[config.mk]
export PLATFORM = sky130hd
export DESIGN_NAME = serial_sample_loader_flat
export DESIGN_NICKNAME = d
export VERILOG_FILES = /design/src/rtl/serial_sample_loader_if.sv /design/src/rtl/serial_sample_loader.sv /design/src/flat_wrapper.sv
export SDC_FILE = /design/constraint.sdc
export NUM_CORES = 1
export LEC_CHECK = 0
export CORE_ASPECT_RATIO = 0.8
export CORE_MARGIN = 2
export CORE_UTILIZATION = 49
export DETAILED_ROUTE_END_ITERATION = 7
export PLACE_DENSITY = 0.8
export SYNTH_ARGS = -nofsm -noshare
export SYNTH_HDL_FRONTEND = slang
export SYNTH_SLANG_ARGS = --single-unit
[constraint.sdc]
create_clock -name iClock -period 2.8 [get_ports iClock]
set_clock_uncertainty 0.2 [all_clocks]
set_input_delay 0.28 -clock iClock [delete_from_list [all_inputs] [get_ports iClock]]
set_output_delay 0.28 -clock iClock [all_outputs]
set_load 0.05 [all_outputs]
[src/rtl/serial_sample_loader_if.sv]
// Byte-stream and sample-store signals of the serial sample loader.
// master drives the byte stream and store handshake, slave is the loader.
interface serial_sample_loader_if;
  logic            iRxValid;
  logic [7:0]      iRxData;
  logic            iNextSample;
  logic            oPreparingNextSample;
  logic            oWriteSample;
  logic [3:0][7:0] oCurrentSerialInput;
  logic [3:0][7:0] oCurrentSerialExpectedOutput;
  logic [3:0][7:0] oCurrentSerialValidOutput;
  logic [31:0]     oSampleIndex;
  logic            oLoadDone;
  logic            oFrameError;
  logic            oOverrun;

  modport slave (
    input  iRxValid,
    input  iRxData,
    input  iNextSample,
    output oPreparingNextSample,
    output oWriteSample,
    output oCurrentSerialInput,
    output oCurrentSerialExpectedOutput,
    output oCurrentSerialValidOutput,
    output oSampleIndex,
    output oLoadDone,
    output oFrameError,
    output oOverrun
  );

  modport master (
    output iRxValid,
    output iRxData,
    output iNextSample,
    input  oPreparingNextSample,
    input  oWriteSample,
    input  oCurrentSerialInput,
    input  oCurrentSerialExpectedOutput,
    input  oCurrentSerialValidOutput,
    input  oSampleIndex,
    input  oLoadDone,
    input  oFrameError,
    input  oOverrun
  );
endinterface

[src/rtl/serial_sample_loader.sv]
// Assembles header-framed 12-byte samples and writes them to a sample store.
// Define SAMPLE_CHECKSUM_EN to require a trailing XOR checksum byte per frame.
module serial_sample_loader #(
  parameter int         NUM_SAMPLES = 15,
  parameter logic [7:0] HEADER_BYTE = 8'hA5
) (
  input logic                   iClock,
  input logic                   iReset,
  serial_sample_loader_if.slave bus
);

  typedef enum logic [2:0] {
    HUNT,
    PAYLOAD,
    CHECK,
    REQUEST,
    WRITE,
    DONE
  } state_t;

  state_t          r_state;
  state_t          w_next;
  logic [3:0]      r_cnt;
  logic [3:0][7:0] r_in;
  logic [3:0][7:0] r_exp;
  logic [3:0][7:0] r_vld;
  logic [31:0]     r_idx;
  logic            r_ovr;
  logic            w_rx;
  logic            w_hdr;
  logic            w_last;
  logic            w_at_max;
  logic            w_busy;

  assign w_rx     = bus.iRxValid;
  assign w_hdr    = w_rx && (bus.iRxData == HEADER_BYTE);
  assign w_last   = (r_cnt == 4'd11);
  assign w_at_max = (r_idx == 32'(NUM_SAMPLES));
  assign w_busy   = (r_state == REQUEST) || (r_state == WRITE);

`ifdef SAMPLE_CHECKSUM_EN
  logic [7:0] r_xor;
  logic       r_ferr;
  logic       w_sum_ok;

  assign w_sum_ok = (bus.iRxData == r_xor);
`endif

  always_ff @(posedge iClock) begin
    if (iReset) begin
      r_state <= HUNT;
    end else begin
      r_state <= w_next;
    end
  end

  always_comb begin
    w_next = r_state;
    unique case (r_state)
      HUNT: begin
        if (w_hdr) w_next = PAYLOAD;
      end
      PAYLOAD: begin
`ifdef SAMPLE_CHECKSUM_EN
        if (w_rx && w_last) w_next = CHECK;
`else
        if (w_rx && w_last) w_next = REQUEST;
`endif
      end
      CHECK: begin
`ifdef SAMPLE_CHECKSUM_EN
        if (w_rx) w_next = w_sum_ok ? REQUEST : HUNT;
`else
        w_next = HUNT;
`endif
      end
      REQUEST: begin
        if (bus.iNextSample) w_next = WRITE;
      end
      WRITE: begin
        w_next = w_at_max ? DONE : HUNT;
      end
      DONE: begin
        w_next = DONE;
      end
      default: begin
        w_next = HUNT;
      end
    endcase
  end

  always_ff @(posedge iClock) begin
    if (iReset) begin
      r_cnt <= '0;
      r_in  <= '0;
      r_exp <= '0;
      r_vld <= '0;
      r_idx <= '0;
      r_ovr <= 1'b0;
    end else begin
      r_ovr <= w_rx && w_busy;
      if (r_state == HUNT && w_hdr) begin
        r_cnt <= '0;
      end
      if (r_state == PAYLOAD && w_rx) begin
        r_cnt <= r_cnt + 4'd1;
        // byte counter bits [3:2] pick the word, [1:0] the lane
        unique case (r_cnt[3:2])
          2'd0:    r_in[r_cnt[1:0]]  <= bus.iRxData;
          2'd1:    r_exp[r_cnt[1:0]] <= bus.iRxData;
          default: r_vld[r_cnt[1:0]] <= bus.iRxData;
        endcase
      end
      if (r_state == WRITE && !w_at_max) begin
        r_idx <= r_idx + 32'd1;
      end
    end
  end

`ifdef SAMPLE_CHECKSUM_EN
  always_ff @(posedge iClock) begin
    if (iReset) begin
      r_xor  <= '0;
      r_ferr <= 1'b0;
    end else begin
      r_ferr <= (r_state == CHECK) && w_rx && !w_sum_ok;
      if (r_state == HUNT && w_hdr) begin
        r_xor <= '0;
      end else if (r_state == PAYLOAD && w_rx) begin
        r_xor <= r_xor ^ bus.iRxData;
      end
    end
  end

  assign bus.oFrameError = r_ferr;
`else
  assign bus.oFrameError = 1'b0;
`endif

  // strobes are masked by reset so an abandoned sample never reaches the store
  assign bus.oPreparingNextSample =
    (r_state == REQUEST) && bus.iNextSample && !iReset;
  assign bus.oWriteSample = (r_state == WRITE) && !iReset;
  assign bus.oLoadDone    = (r_state == DONE);
  assign bus.oOverrun     = r_ovr;
  assign bus.oSampleIndex = r_idx;

  assign bus.oCurrentSerialInput          = r_in;
  assign bus.oCurrentSerialExpectedOutput = r_exp;
  assign bus.oCurrentSerialValidOutput    = r_vld;

endmodule
[src/flat_wrapper.sv]
// flat-port wrapper written by rule: the top's interface ports become plain ports
module serial_sample_loader_flat 
#(
  parameter int         NUM_SAMPLES = 15,
  parameter logic [7:0] HEADER_BYTE = 8'hA5
)
  (iClock, iReset, bus_iRxValid, bus_iRxData, bus_iNextSample, bus_oPreparingNextSample, bus_oWriteSample, bus_oCurrentSerialInput, bus_oCurrentSerialExpectedOutput, bus_oCurrentSerialValidOutput, bus_oSampleIndex, bus_oLoadDone, bus_oFrameError, bus_oOverrun);
  serial_sample_loader_if bus_i ();
  input logic iClock;
  input logic iReset;
  input wire logic [$bits(bus_i.iRxValid)-1:0] bus_iRxValid;
  input wire logic [$bits(bus_i.iRxData)-1:0] bus_iRxData;
  input wire logic [$bits(bus_i.iNextSample)-1:0] bus_iNextSample;
  output wire logic [$bits(bus_i.oPreparingNextSample)-1:0] bus_oPreparingNextSample;
  output wire logic [$bits(bus_i.oWriteSample)-1:0] bus_oWriteSample;
  output wire logic [$bits(bus_i.oCurrentSerialInput)-1:0] bus_oCurrentSerialInput;
  output wire logic [$bits(bus_i.oCurrentSerialExpectedOutput)-1:0] bus_oCurrentSerialExpectedOutput;
  output wire logic [$bits(bus_i.oCurrentSerialValidOutput)-1:0] bus_oCurrentSerialValidOutput;
  output wire logic [$bits(bus_i.oSampleIndex)-1:0] bus_oSampleIndex;
  output wire logic [$bits(bus_i.oLoadDone)-1:0] bus_oLoadDone;
  output wire logic [$bits(bus_i.oFrameError)-1:0] bus_oFrameError;
  output wire logic [$bits(bus_i.oOverrun)-1:0] bus_oOverrun;
  assign bus_i.iRxValid = bus_iRxValid;
  assign bus_i.iRxData = bus_iRxData;
  assign bus_i.iNextSample = bus_iNextSample;
  assign bus_oPreparingNextSample = bus_i.oPreparingNextSample;
  assign bus_oWriteSample = bus_i.oWriteSample;
  assign bus_oCurrentSerialInput = bus_i.oCurrentSerialInput;
  assign bus_oCurrentSerialExpectedOutput = bus_i.oCurrentSerialExpectedOutput;
  assign bus_oCurrentSerialValidOutput = bus_i.oCurrentSerialValidOutput;
  assign bus_oSampleIndex = bus_i.oSampleIndex;
  assign bus_oLoadDone = bus_i.oLoadDone;
  assign bus_oFrameError = bus_i.oFrameError;
  assign bus_oOverrun = bus_i.oOverrun;
  serial_sample_loader #(.NUM_SAMPLES(NUM_SAMPLES), .HEADER_BYTE(HEADER_BYTE)) u_core (.iClock(iClock), .iReset(iReset), .bus(bus_i));
endmodule
==> results of run 1 <==
metrics by stage:
stage	utilization	area, µm²
after floorplan	-	5580
after detailed placement	0.651	7150
after global routing	0.702	7700
after CTS	0.702	7700
after global placement	0.651	7150
final	0.702	7700
path summary, 6_finish.rpt:
path                                 startpoint                                 end  slack (ns)  cells after the start
max                           u_core.r_state[1]            bus_oPreparingNextSample        0.18                      4
min                                      iReset         u_core.bus.oSampleIndex[10]        0.03                      3
max reg2reg                   u_core.r_state[2]         u_core.bus.oSampleIndex[26]        0.23                      5
min reg2reg  u_core.bus.oCurrentSerialInput[18]  u_core.bus.oCurrentSerialInput[18]        0.26                      2
power groups by stage:
| stage | Sequential [mW] | Combinational, mW | Clock, mW |
|---|---|---|---|
| after global placement | 1.98 | 0.0956 | 0 |
| final | 1.94 | 0.100 | 2.09 |
| after global routing | 1.93 | 0.105 | 2.20 |
| after floorplan | 1.98 | 0.0489 | 0 |
| after CTS | 1.94 | 0.0982 | 2.10 |
| after detailed placement | 1.98 | 0.0973 | 0 |
kinds of logic (layout without fill, tap and decap cells):
family / Yosys count / in the layout
fa+ha+maj: 5 / 5
mux: 10 / 10
simple gates: 323 / 323
flops: 136 / 136
xor+xnor: 20 / 20
other cells: 1 / 1
buf+inv: 56 / 203
compound gates: 134 / 134
synth_stat cells (all sizes together), types with 5 or more instances:
cell type  number
a21oi         101
and2           11
and3            6
buf            18
clkbuf         32
dfxtp         136
ha              5
inv             6
mux2i           9
nand2         146
nand3          66
nand4           6
nor2           40
nor3            6
nor4           18
o211ai          6
o21a            6
o21ai           8
or3             6
xnor2          11
xor2            9
area by class of cell:
type / instances / area [µm²] / share of cell area
Multi-Input combinational cell: 493 / 2630 / 0.341
Clock buffer: 17 / 425 / 0.0552
Clock inverter: 15 / 131 / 0.0171
Timing Repair Buffer: 165 / 1590 / 0.207
Sequential cell: 136 / 2720 / 0.353
Inverter: 6 / 22.5 / 0.00292
Tap cell: 144 / 180 / 0.0234
state kept, by name, summed over array words and instances (netlist names):
| name | flops |
|---|---|
| u_core.r_state | 3 |
| u_core.bus.oCurrentSerialValidOutput | 32 |
| u_core.r_cnt | 4 |
| u_core.bus.oOverrun | 1 |
| u_core.bus.oCurrentSerialInput | 32 |
| u_core.bus.oSampleIndex | 32 |
| u_core.bus.oCurrentSerialExpectedOutput | 32 |
per-layer routing:
metal / share of wire / routed length (µm) / track usage
met1: 0.44 / 7060 / 0.364
met2: 0.47 / 7620 / 0.418
met3: 0.075 / 1220 / 0.0528
met4: 0.019 / 315 / 0.106
met5: 0 / 0 / 0
cells in the final DEF (no fill, tap or decap), types with 2 or more instances in the layout:
cell | synthesis | routed
and4_1 | 4 | 4
inv_8 | 0 | 2
nand3_1 | 65 | 65
nor2_1 | 40 | 40
or4_1 | 3 | 3
o31ai_1 | 4 | 4
o211ai_1 | 5 | 5
nor3_1 | 5 | 5
buf_4 | 2 | 24
inv_6 | 0 | 7
o2111ai_1 | 2 | 2
and2_1 | 11 | 11
or3_1 | 6 | 6
nand2_1 | 145 | 145
dfxtp_1 | 136 | 136
o21a_1 | 6 | 6
mux2i_1 | 9 | 9
clkdlybuf4s50_1 | 0 | 141
xor2_1 | 9 | 9
o31a_1 | 2 | 2
and3_1 | 6 | 6
inv_1 | 6 | 6
ha_1 | 5 | 5
o21ai_0 | 8 | 8
xnor2_1 | 11 | 11
and4bb_2 | 2 | 2
nor4_1 | 18 | 18
nand4_1 | 6 | 6
a21oi_1 | 101 | 101
clkbuf_16 | 0 | 17
nor2b_1 | 3 | 3
clkinvlp_4 | 0 | 4
clkinv_4 | 0 | 2
worst max-delay path, delay by kind of cell (launching register included):
kind	cells	cell delay, ns
AND/OR/NAND/NOR	3	0.43
flip-flops	1	0.48
buffers and inverters	1	0.81
==> metrics.txt, run 1 <==
Yosys warning count=0; Diodes inserted=0; PD cells=535 nW/µm²; CP peak stage delay=0.81 ns; first-pass GRT wire length=25.9 mm; 1st-iter DRT viols=470; Logic pwr share=0.024; drt drc=0; layout cells sized above 1=0.0781; Startpoint Class=flop; accumulated negative setup slack=0 ns; EDFF count, synth=0; DR vias=around 5500; post-cts resize count=0; max_slew headroom=0.472; Distinct cells, synth=45; number of buffers created by CTS=17; total of max-cap violations=0; Slew @ Worst Pin=0.792 ns; core region area=~11000 µm²; fin nets=approximately 840; crit path time final=roughly 2.6 ns; Fmax=382 MHz; Slowest cell on crit path=clkdlybuf4s50_1; sequential share of power=0.470; Clock power frac=0.506; switch share=0.241; Overflow after GRT=0; pre-CTS setup slack=between 0.2 and 0.3 ns; CTS clk-pin slew, worst paths=around 0.06 ns; simple-gate area share of the yosys netlist=0.275; fillers=864; Initial Utilization=0.509; Psw=slightly below 1 mW; final wirelength=roughly 16 mm; Max FO, Critical Path=9; drt first pass iters=5; final setup violating endpoints=0; H-Tree Depth=4; Critical Path, Cell by Cell=nor2b_1 -> nand2_1 -> nor2_1 -> clkdlybuf4s50_1; clock sink count=between 100 and 150; asr flop ratio synth=0; pin count of the biggest net entering global routing=73; hold_buf cts=0; Site Rows=34; Avg Cell Area, Syn=8.15 µm²; post-CTS setup buffer count=0; Post-Syn Instances=~690; Hold WC Path Type=input port to flop; HPWL after DPL=~11 mm; RSZ-0062 raised after global routing=false; Hold Vio Cnt, Final=0; die footprint=12300 µm²; Hold Slack=between 0.02 and 0.03 ns; Post-DRT Antenna Nets=0; WL/cell=16.6 µm; largest family of logic cells by synthesized area=simple AND/OR/NAND/NOR gates; Synth Flop Type=dfxtp_1; gr usage total=0.267; TritonCTS clock tree=built; Final Max Tran Viols=0; vias in the first global route=just over 5000; mux cell area share after synthesis=0.0181; final cycle utilization of the critical path=0.935; Synth Area in Compound Gates=0.134; Final WS setup=roughly 0.18 ns; initial antenna violation count=0; I/O pin cnt=145; status=completed; adder-cell share of the synthesized area=0.0112; CP Data Required Time=approximately 2.3 ns; CTS Root Cell=clkbuf_16; critical path arrival=~2.1 ns; Die Ht=between 90 and 100 µm; Synth Area in XOR/XNOR=0.0314; CTS Buffer Depth=2; peak supply drop=0.000463 V; Crit. End Element=primary output; final cell count without fillers=about 980; Synth area leaders=dfxtp_1 49%, nand2_1 9.7%, a21oi_1 9.1%; top cell type by total area after synthesis=dfxtp_1; Yosys top cell area share=0.488; P&R area growth vs syn=38.0%; RePlAce Congestion=0.871; post-synthesis cell area=about 5600 µm²; post-synthesis sequential area ratio=0.488; worst skew pair latency=0.42 ns; Total Power=~4.1 mW; placed cell count=approximately 940; Synth Register Bits=approximately 140; I/O Buffers=around 140; vias per cell=roughly 5.6; Leak=about 2.6 nW; Setup Crit Path Kind=flop to primary output; Die W=roughly 120 µm; syn_nets=between 700 and 800; Int Pwr=between 3 and 4 mW
Note: power is estimated with default switching activity, not from simulation.
==> run 2: changes to the inputs <==
--- a/config.mk
+++ b/config.mk
@@ -5,9 +5,11 @@
 export SDC_FILE = /design/constraint.sdc
 export NUM_CORES = 1
 export LEC_CHECK = 0
+export CAP_MARGIN = 10
 export CORE_ASPECT_RATIO = 0.8
 export CORE_MARGIN = 2
 export CORE_UTILIZATION = 49
+export CTS_CLUSTER_SIZE = 14
 export DETAILED_ROUTE_END_ITERATION = 7
 export PLACE_DENSITY = 0.8
 export SYNTH_ARGS = -nofsm -noshare
==> results of run 2 <==
Same layout as run 1: the final DEF is identical, and so are final timing and power.
==> run 3: changes to the inputs <==
--- a/config.mk
+++ b/config.mk
@@ -8,10 +8,10 @@
 export CAP_MARGIN = 10
 export CORE_ASPECT_RATIO = 0.8
 export CORE_MARGIN = 2
-export CORE_UTILIZATION = 49
-export CTS_CLUSTER_SIZE = 14
+export CORE_UTILIZATION = 44
+export CTS_CLUSTER_SIZE = 28
 export DETAILED_ROUTE_END_ITERATION = 7
-export PLACE_DENSITY = 0.8
+export PLACE_DENSITY = 0.76
 export SYNTH_ARGS = -nofsm -noshare
 export SYNTH_HDL_FRONTEND = slang
 export SYNTH_SLANG_ARGS = --single-unit
==> constraint.sdc (replaced) <==
create_clock -name iClock -period 2.28 [get_ports iClock]
set_clock_uncertainty 0.2 [all_clocks]
set_input_delay 0.228 -clock iClock [delete_from_list [all_inputs] [get_ports iClock]]
set_output_delay 0.228 -clock iClock [all_outputs]
set_load 0.05 [all_outputs]
==> run 3 against run 2 <==
  * Final cell count up 3.8%
  * Worst hold slack improved by 0.00091 ns
  * Core utilization down 5.0 points
  * Non-clock buffer count grew 10
  * Critical path depth fell by 3
  * Clock power is 50% higher
  * Design area rose by 4.1%
  * Worst setup slack worse by 0.10 ns
  * Critical endpoint is now bus_oSampleIndex[16]
==> metrics.txt, run 3 (synthesis results as in run 1) <==
hold path endpoint=u_core.bus.oSampleIndex[10]; Critical Path, Cell by Cell=clkdlybuf4s50_1; worst skew pair latency=0.41 ns (about the same); fillers=986 (+14%); pin count of the biggest net entering global routing=132 (+81%); R2R Path End=u_core.bus.oSampleIndex[17]; final setup violating endpoints=0 (unchanged); Site Rows=36 (+5.9%); number of buffers created by CTS=17 (unchanged); Reg2Reg Depth=7 (+2); Diodes inserted=0 (unchanged); critical path arrival=1.77 ns (-0.37 ns); Die Ht=105 µm (+5.3%); clock sink count=136 (unchanged); RePlAce Congestion=0.814 (-6.5%); fin nets=846 (+1.2%); Hold Vio Cnt, Final=0 (unchanged); reg2reg setup slack=0.15 ns (-0.08 ns); DR vias=5538 (+0.64%); pre-CTS setup slack=-0.193 ns (-0.458 ns); final cycle utilization of the critical path=0.965; vias in the first global route=5209 (+0.70%); Die W=130 µm (+5.3%); peak supply drop=0.000675 V (+46%); Leak=2.72 nW (+5.6%); WL/cell=16.6 µm (+0.17%); final wirelength=16.9 mm (+4.0%); core region area=12300 µm² (+12%); 1st-iter DRT viols=515 (+9.6%); Total Power=5.64 mW (+37%); CTS Buffer Depth=2 (unchanged); Max FO, Critical Path=8 (-1); total of max-cap violations=0 (unchanged); Setup Crit Path Kind=flop to primary output; CTS clk-pin slew, worst paths=0.06 ns (about the same); hold_buf cts=0 (unchanged); most frequent cells in the layout=145 x nand2_1, 139 x clkdlybuf4s50_1, 132 x dfxtp_1, 101 x a21oi_1, 65 x nand3_1; Hold WC Path Type=input port to flop; Slowest cell on crit path=clkdlybuf4s50_1; initial antenna violation count=0 (unchanged); vias per cell=5.47 (-3.0%); first-pass GRT wire length=26.8 mm (+3.3%); Final WS setup=0.0788 ns (-0.102 ns); Post-DRT Antenna Nets=0 (unchanged); CP peak stage delay=0.87 ns (+0.06 ns); Hold Startpoint=iReset; drt first pass iters=6 (+1); HPWL after DPL=11.4 mm (+2.7%); gr usage total=0.249 (-0.0184); layout cells sized above 1=0.0986 (+0.0204); commonest non-fill, non-tap cell in the layout=nand2_1; CP top delay family=buffers and inverters; Reg-to-Reg Start=u_core.bus.oSampleIndex[0]; drt drc=0 (unchanged); status=completed; Fmax=454 MHz; CTS Root Cell=clkbuf_16; P&R area growth vs syn=43.6%; Final Max Tran Viols=0 (unchanged); Startpoint Class=flop; die footprint=13600 µm² (+11%); I/O Buffers=143 (unchanged); RSZ-0062 raised after global routing=false; worst path bufs/invs=1 (unchanged); CP Data Required Time=1.85 ns (-0.47 ns); crit path time final=2.20 ns; PD cells=703 nW/µm² (+31%); max_slew headroom=0.606 (+0.135); Crit. End Element=primary output; H-Tree Depth=4 (unchanged); Slew @ Worst Pin=0.590 ns (-0.202 ns); hold path depth=3 (unchanged); Overflow after GRT=0 (unchanged); TritonCTS clock tree=built; Initial Utilization=0.454 (-0.0547); I/O pin cnt=145 (unchanged)
==> run 3: where the power goes <==
part	leakage, nW	total [mW]	switching (mW)	internal, mW
Clock	0.329	3.13	1.07	2.07
Sequential	1.10	2.38	0.000544	2.38
Combinational	1.29	0.126	0.0908	0.0355
==> run 3: layer usage <==
layer	wire length, µm	global-route usage	vias to the layer above
met4	311	0.0760	0
met2	7970	0.388	246
met3	1280	0.0722	30
li1	-	-	2652
met1	7290	0.333	2610
met5	0	0	-
==> run 3: how the worst max path moves through the flow <==
stage | startpoint | endpoint | slack [ns] | cells past startpoint
2_1_floorplan | u_core.bus.oSampleIndex[9] | u_core.bus.oSampleIndex[20] | 0.02 | 6
3_3_place_gp | bus_iRxData[1] | u_core.r_state[0] | -0.12 | 7
3_5_place_dp | bus_iRxData[1] | u_core.r_state[0] | -0.19 | 7
4_1_cts | u_core.bus.oSampleIndex[0] | u_core.bus.oSampleIndex[17] | 0.10 | 7
5_1_grt | u_core.bus.oSampleIndex[0] | u_core.bus.oSampleIndex[17] | 0.03 | 7
6_report | u_core.bus.oSampleIndex[16] | bus_oSampleIndex[16] | 0.08 | 1
==> run 3: metrics by stage <==
step / cells / TNS (ns) / hold WS, ns / area (µm²) / util
final: 1013 / 0 / 0.0267 / 8020 / 0.652
after global routing: 1013 / 0 / 0.0498 / 8020 / 0.652
after CTS: 1013 / 0 / 0.0328 / 7990 / 0.650
after detailed placement: 981 / -0.347 / 0.248 / 7320 / 0.595
after global placement: 981 / -0.234 / 0.243 / 7320 / 0.595
after floorplan: 685 / 0 / 0.145 / 5590 / -
==> run 3: tightest hold or removal path: cells and delay by family <==
family | cells | cell delay, ns
compound gates | 1 | 0.13
buf+inv | 2 | 0.23
==> run 3: cell type report <==
class,count,area [µm²],share of cell area
multi-input combinational,493,2660,0.331
tap,171,214,0.0267
sequential,136,2730,0.340
timing repair buffer,175,1720,0.215
clock inverter,14,246,0.0307
inverter,6,22.5,0.00281
clock buffer,18,429,0.0535
==> run 3: timing repair <==
| action | 4_1_cts | 5_1_grt |
|---|---|---|
| resized for setup | 0 | 5 |
| setup buffers | 0 | 0 |
| endpoints found under the setup margin | 0 | 15 |
==> RTL change 1 (flow settings as in run 2) <==
The option `SAMPLE_CHECKSUM_EN` is turned on by a define.
--- a/src/rtl/serial_sample_loader.sv
+++ b/src/rtl/serial_sample_loader.sv
@@ -1,4 +1,6 @@
 // Assembles header-framed 12-byte samples and writes them to a sample store.
 // Define SAMPLE_CHECKSUM_EN to require a trailing XOR checksum byte per frame.
+`define SAMPLE_CHECKSUM_EN
+
 module serial_sample_loader #(
   parameter int         NUM_SAMPLES = 15,
Behaviour: same outputs for any inputs over 10 cycles, from zero or initial values and one cycle with iReset high; that may be too few to reach the edited logic, so the function may still have changed.
==> RTL change 1 against run 2 <==
  * Combinational power increased by 21%
  * Die area increased by 8.4%
  * Wire length increased by 7.8%
  * Global-route usage decreased by 0.27 points
  * Final area increased by 8.0%
  * Area after synthesis increased by 8.8%
  * Setup slack got worse by 0.090 ns
  * Total power increased by 6.6%
  * Sequential cell count increased by 9
  * Critical path type unchanged
  * Critical endpoint is now bus_oWriteSample
==> RTL change 1: results (changes against run 2) <==
----------------------------------------------------
[Global route]
  Pin count of the biggest net entering global routing ... 77 (+5.5%)
  Global router's overall resource usage ... 26.5% (-0.27 points)
  Via count of the first global-routing pass ... 5497 (+6.3%)
  First-pass GRT wire length ... 28100 um (+8.6%)

[Cells and area]
  Number of nets in the final layout ... 874 (+4.5%)
  Area of the multi-input gates ... 0.00297 mm^2 (+13%)
  Number of fill cells ... 910 (+5.3%)
  Ratio of cells with drive above 1 in the final layout ... 8.85% (+1.0 points)

[Min path]
  Hold Path Depth ... 2 (-1)

[Placement]
  Number of I/O port buffers ... 144 (+0.70%)
  Worst Setup Slack post-DPL ... 0.198 ns (-0.0669 ns)
  Instance count after placement with tap cells included ... 989 (+4.8%)
  HPWL after detailed placement ... 11800 um (+6.7%)
  Cell area after placement ... 0.00773 mm^2 (+8.2%)
  Weighted congestion reported at the end of routability-driven placement ... 0.857 (-1.6%)

[Power and ir drop]
  VDD IR max ... 541 uV (+17%)
  Static leakage ... 3.10 nW (+20%)

[Critical path]
  Worst-path fanout max ... 14 (+5)
  Top cell family by delay on the critical path ... simple AND/OR/NAND/NOR gates
  Biggest cell delay along the critical path ... 0.56 ns (-0.25 ns)
  Arrival time of data at the critical path endpoint ... 2.23 ns (+0.09 ns)
  Cell type of the slowest stage on the worst timing path ... dlygate4sd2_1
  Depth of the worst register-to-register path ... 5 (unchanged)

[Routing]
  Routed wire length ... 17500 um (+7.8%)
  Iteration-0 DRC count of the detailed router ... 421 (-10%)
  Post-detailed-route wirelength per cell ... 17.1 um (+3.0%)
  Via count ... 5768 (+4.8%)

[Synth]
  Synth cell types ... 48 (+6.7%)
  Syn nets ... 729 (+3.8%)
  Fraction of synthesized area in multiplexers ... 6.59% (+4.8 points)
  Share of the synthesized netlist area taken by xor and xnor gates ... 4.76% (+1.6 points)
  Post-Syn Instances ... 712 (+3.9%)
  Adder and majority gate portion of the synthesized area ... 1.03% (-0.090 points)
  Synthesized-area fraction occupied by ao, oa, aoi and oai cells ... 8.96% (-4.4 points)
  Synth area leaders ... dfxtp_1 48%, nand3_1 6.4%, a21oi_1 6.3%
  Proportion of synthesized chip area in sequential cells ... 47.8% (-0.96 points)
  Top cell types by occurrence after synthesis ... 145 x dfxtp_1, 95 x nand2_1, 78 x nand3_1, 78 x nor2_1, 77 x a21oi_1

[Clock tree]
  Cts repair resizes ... 1 (+1)
  Number of buffers inserted by hold repair at cts ... 1 (+1)

[STA]
  Slew at the pin closest to its max-slew limit ... 0.742 ns (-0.0504 ns)

[Outcome]
  Run status ... complete, no violations

----------------------------------------------------
[RTL change 1: changes by cell type after synthesis, sizes merged, moves of 8 or more]
cell	delta
a21oi	-24
nand4	+9
nand2	-51
nor2b	+9
nand3	+13
xor2	+14
dfxtp	+9
and2	-8
nor2	+39
mux2i	+25
[RTL change 1: tightest hold or removal path: cells and delay by family, from the launching register on]
family           cells  cell delay (ns)
flip-flops           1             0.31
AO/OA/AOI/OAI        1             0.05
AND/OR/NAND/NOR      1             0.05
[RTL change 1: path summary, 6_finish.rpt]
path | start | slack, ns | to
worst max-delay path | u_core.r_state[0]$_SDFFE_PP0P_ | 0.09 | bus_oWriteSample
worst min-delay path | u_core.bus.oCurrentSerialExpectedOutput[4]$_SDFFE_PP0P_ | 0.26 | u_core.bus.oCurrentSerialExpectedOutput[4]$_SDFFE_PP0P_
worst max register to register | u_core.r_state[0]$_SDFFE_PP0P_ | 0.26 | u_core.bus.oCurrentSerialExpectedOutput[24]$_SDFFE_PP0P_
worst min register to register | u_core.bus.oCurrentSerialExpectedOutput[4]$_SDFFE_PP0P_ | 0.26 | u_core.bus.oCurrentSerialExpectedOutput[4]$_SDFFE_PP0P_
[RTL change 1: area by class of cell]
class,instances,share of cell area [%]
flip-flops and latches,145,34.9
repair buffers,174,20.0
clock inverters,14,1.76
multi-input cells,515,35.7
inverters,4,0.180
well taps,152,2.29
clock buffers,18,5.16
[RTL change 1: routing by layer]
metal / wire (um) / track usage [%] / part of all wire, %
met1: 7530 / 34.6 / 43
met2: 8030 / 41.5 / 46
met3: 1620 / 8.42 / 9.3
met4: 304 / 8.63 / 1.7
met5: 0 / 0 / 0
[RTL change 1: report_power, final]
part	total [mW]	internal (mW)	switching, mW
logic	0.121	0.0362	0.0844
registers	2.06	2.06	0.000302
clock network	2.21	1.25	0.959
==> RTL change 2 (settings of run 2) <==
Without the edit above. Re-encode `state_t` (6 states) as one-hot, 6 bits wide.
--- a/src/rtl/serial_sample_loader.sv
+++ b/src/rtl/serial_sample_loader.sv
@@ -10,11 +10,11 @@
 );
 
-  typedef enum logic [2:0] {
-    HUNT,
-    PAYLOAD,
-    CHECK,
-    REQUEST,
-    WRITE,
-    DONE
+  typedef enum logic [5:0] {
+    HUNT    = 6'b000001,
+    PAYLOAD = 6'b000010,
+    CHECK   = 6'b000100,
+    REQUEST = 6'b001000,
+    WRITE   = 6'b010000,
+    DONE    = 6'b100000
   } state_t;
 
Function: same outputs for any inputs over 10 cycles, from zero or initial values and one cycle with iReset high; not proved beyond that.
==> RTL change 2 against run 2 <==
  * Via count decreased by 8.6%
  * Sequential cell count grew 2
  * Wire length down 2.3%
  * Synthesized cell count decreased by 12%
  * Register-to-register slack gained 0.05 ns
  * Final area is 2.4% higher
  * Non-clock buffer count is 2 higher
  * Area after synthesis up 0.18%
  * Setup slack got worse by 0.079 ns
  * Total power is 5.4% higher
  * Global-route usage fell by 0.48 points
==> RTL change 2: results (changes against run 2) <==
----------------------------------------------------
[Outcome]
  Run status ... complete, no violations

[Critical path]
  Cell type of the slowest stage on the worst timing path ... or3_1
  Worst-path fanout max ... 7 (-2)
  Top cell family by delay on the critical path ... simple AND/OR/NAND/NOR gates
  Arrival time of data at the critical path endpoint ... 2.22 ns (+0.08 ns)
  Biggest cell delay along the critical path ... 0.55 ns (-0.26 ns)
  Worst R2R Start ... u_core.r_state[5]$_SDFFE_PP0P_

[Placement]
  HPWL after detailed placement ... 10700 um (-3.0%)
  Weighted congestion reported at the end of routability-driven placement ... 0.862 (-1.1%)
  Instance count after placement with tap cells included ... 884 (-6.4%)
  Cell area after placement ... 0.00729 mm^2 (+2.0%)

[Routing]
  Mean number of vias per cell ... 5.49 (-2.6%)
  Iteration-0 DRC count of the detailed router ... 348 (-26%)
  Routed wire length ... 15800 um (-2.3%)

[STA]
  Worst rel slew slack ... 60.6% (+13 points)

[Power and ir drop]
  Static leakage ... 3.43 nW (+33%)
  VDD IR max ... 445 uV (-3.8%)

[Synth]
  Synth area leaders ... dfxtp_1 49%, mux2i_1 16%, nor2_1 8.2%
  Synth cell types ... 47 (+4.4%)
  Top cell types by occurrence after synthesis ... 138 x dfxtp_1, 122 x nor2_1, 89 x mux2i_1
  Proportion of synthesized chip area in sequential cells ... 49.4% (+0.63 points)
  Syn nets ... 621 (-12%)
  Mean post-synth cell area ... 9.26 um^2 (+14%)

[Global route]
  Global router's overall resource usage ... 26.2% (-0.48 points)
  Pin count of the biggest net entering global routing ... 64 (-12%)
  Via count of the first global-routing pass ... 4842 (-6.4%)
  First-pass GRT wire length ... 25100 um (-3.0%)

[Cells and area]
  Number of cells in the finished layout apart from fillers ... 916 (-6.1%)
  Ratio of cells with drive above 1 in the final layout ... 8.68% (+0.87 points)
  Number of nets in the final layout ... 776 (-7.2%)

[Min path]
  Hold Startpoint ... iReset

[Clock tree]
  Insertion delay to the later sink of the worst-skew pair ... 0.40 ns (-0.02 ns)
  CTS H-Tree Depth ... 4 (unchanged)

----------------------------------------------------
[RTL change 2: cell count changes after synthesis, sizes merged, moves of 8 or more]
cell,before,now
nand2,146,29
nor2,40,123
mux2i,9,89
a21oi,101,28
nand3,66,26
o21ai,8,21
buf,18,7
and2,11,2
or3,6,15
xnor2,11,2
clkbuf,32,24
[RTL change 2: layout make-up]
| cell class | count | area [um^2] |
|---|---|---|
| fillers | 789 | 3130 |
| flip-flops and latches | 138 | 2760 |
| multi-input cells | 423 | 2660 |
| repair buffers | 167 | 1640 |
| clock buffers | 20 | 457 |
| well taps | 144 | 180 |
| clock inverters | 12 | 140 |
| inverters | 12 | 45.0 |
[RTL change 2: power breakdown]
| part | leakage (nW) | switching, mW | internal (mW) | total (mW) |
|---|---|---|---|---|
| Sequential | 1.11 | 0.00477 | 1.97 | 1.97 |
| Clock | 0.289 | 0.874 | 1.37 | 2.25 |
| Combinational | 2.03 | 0.0874 | 0.0404 | 0.128 |
[RTL change 2: layer usage]
layer | track usage (%) | vias to the layer above | routed length (um)
li1 | - | 2412 | -
met1 | 35.6 | 2450 | 7320
met2 | 41.9 | 159 | 7510
met3 | 7.28 | 8 | 874
met4 | 5.59 | 0 | 126
met5 | 0 | - | 0
[RTL change 2: final timing paths]
kind | end | slack [ns] | cells after the start
setup / recovery | bus_oPreparingNextSample | 0.10 | 4
setup reg to reg | u_core.bus.oSampleIndex[27]$_SDFFE_PP0P_ | 0.28 | 5
hold / removal | u_core.bus.oCurrentSerialValidOutput[2]$_SDFFE_PP0P_ | 0.15 | 2
hold reg to reg | u_core.bus.oCurrentSerialExpectedOutput[24]$_SDFFE_PP0P_ | 0.27 | 2
[RTL change 2: through the flow]
stage	setup slack [ns]	hold WS, ns
floorplan	0.402	0.156
global placement	0.477	0.247
detailed placement	0.385	0.250
CTS	0.101	0.142
global route	0.0446	0.155
finish	0.101	0.154
[RTL change 2: cell families (layout without fill, tap and decap cells)]
| family | after synthesis | after routing | share of synthesized area (%) |
|---|---|---|---|
| mux | 89 | 89 | 15.9 |
| flops | 138 | 138 | 49.4 |
| fa+ha+maj | 5 | 5 | 1.12 |
| xor+xnor | 16 | 16 | 2.51 |
| other cells | 1 | 1 | 0.0670 |
| compound gates | 63 | 63 | 6.58 |
| simple gates | 249 | 249 | 21.2 |
| buf+inv | 43 | 211 | 3.18 |
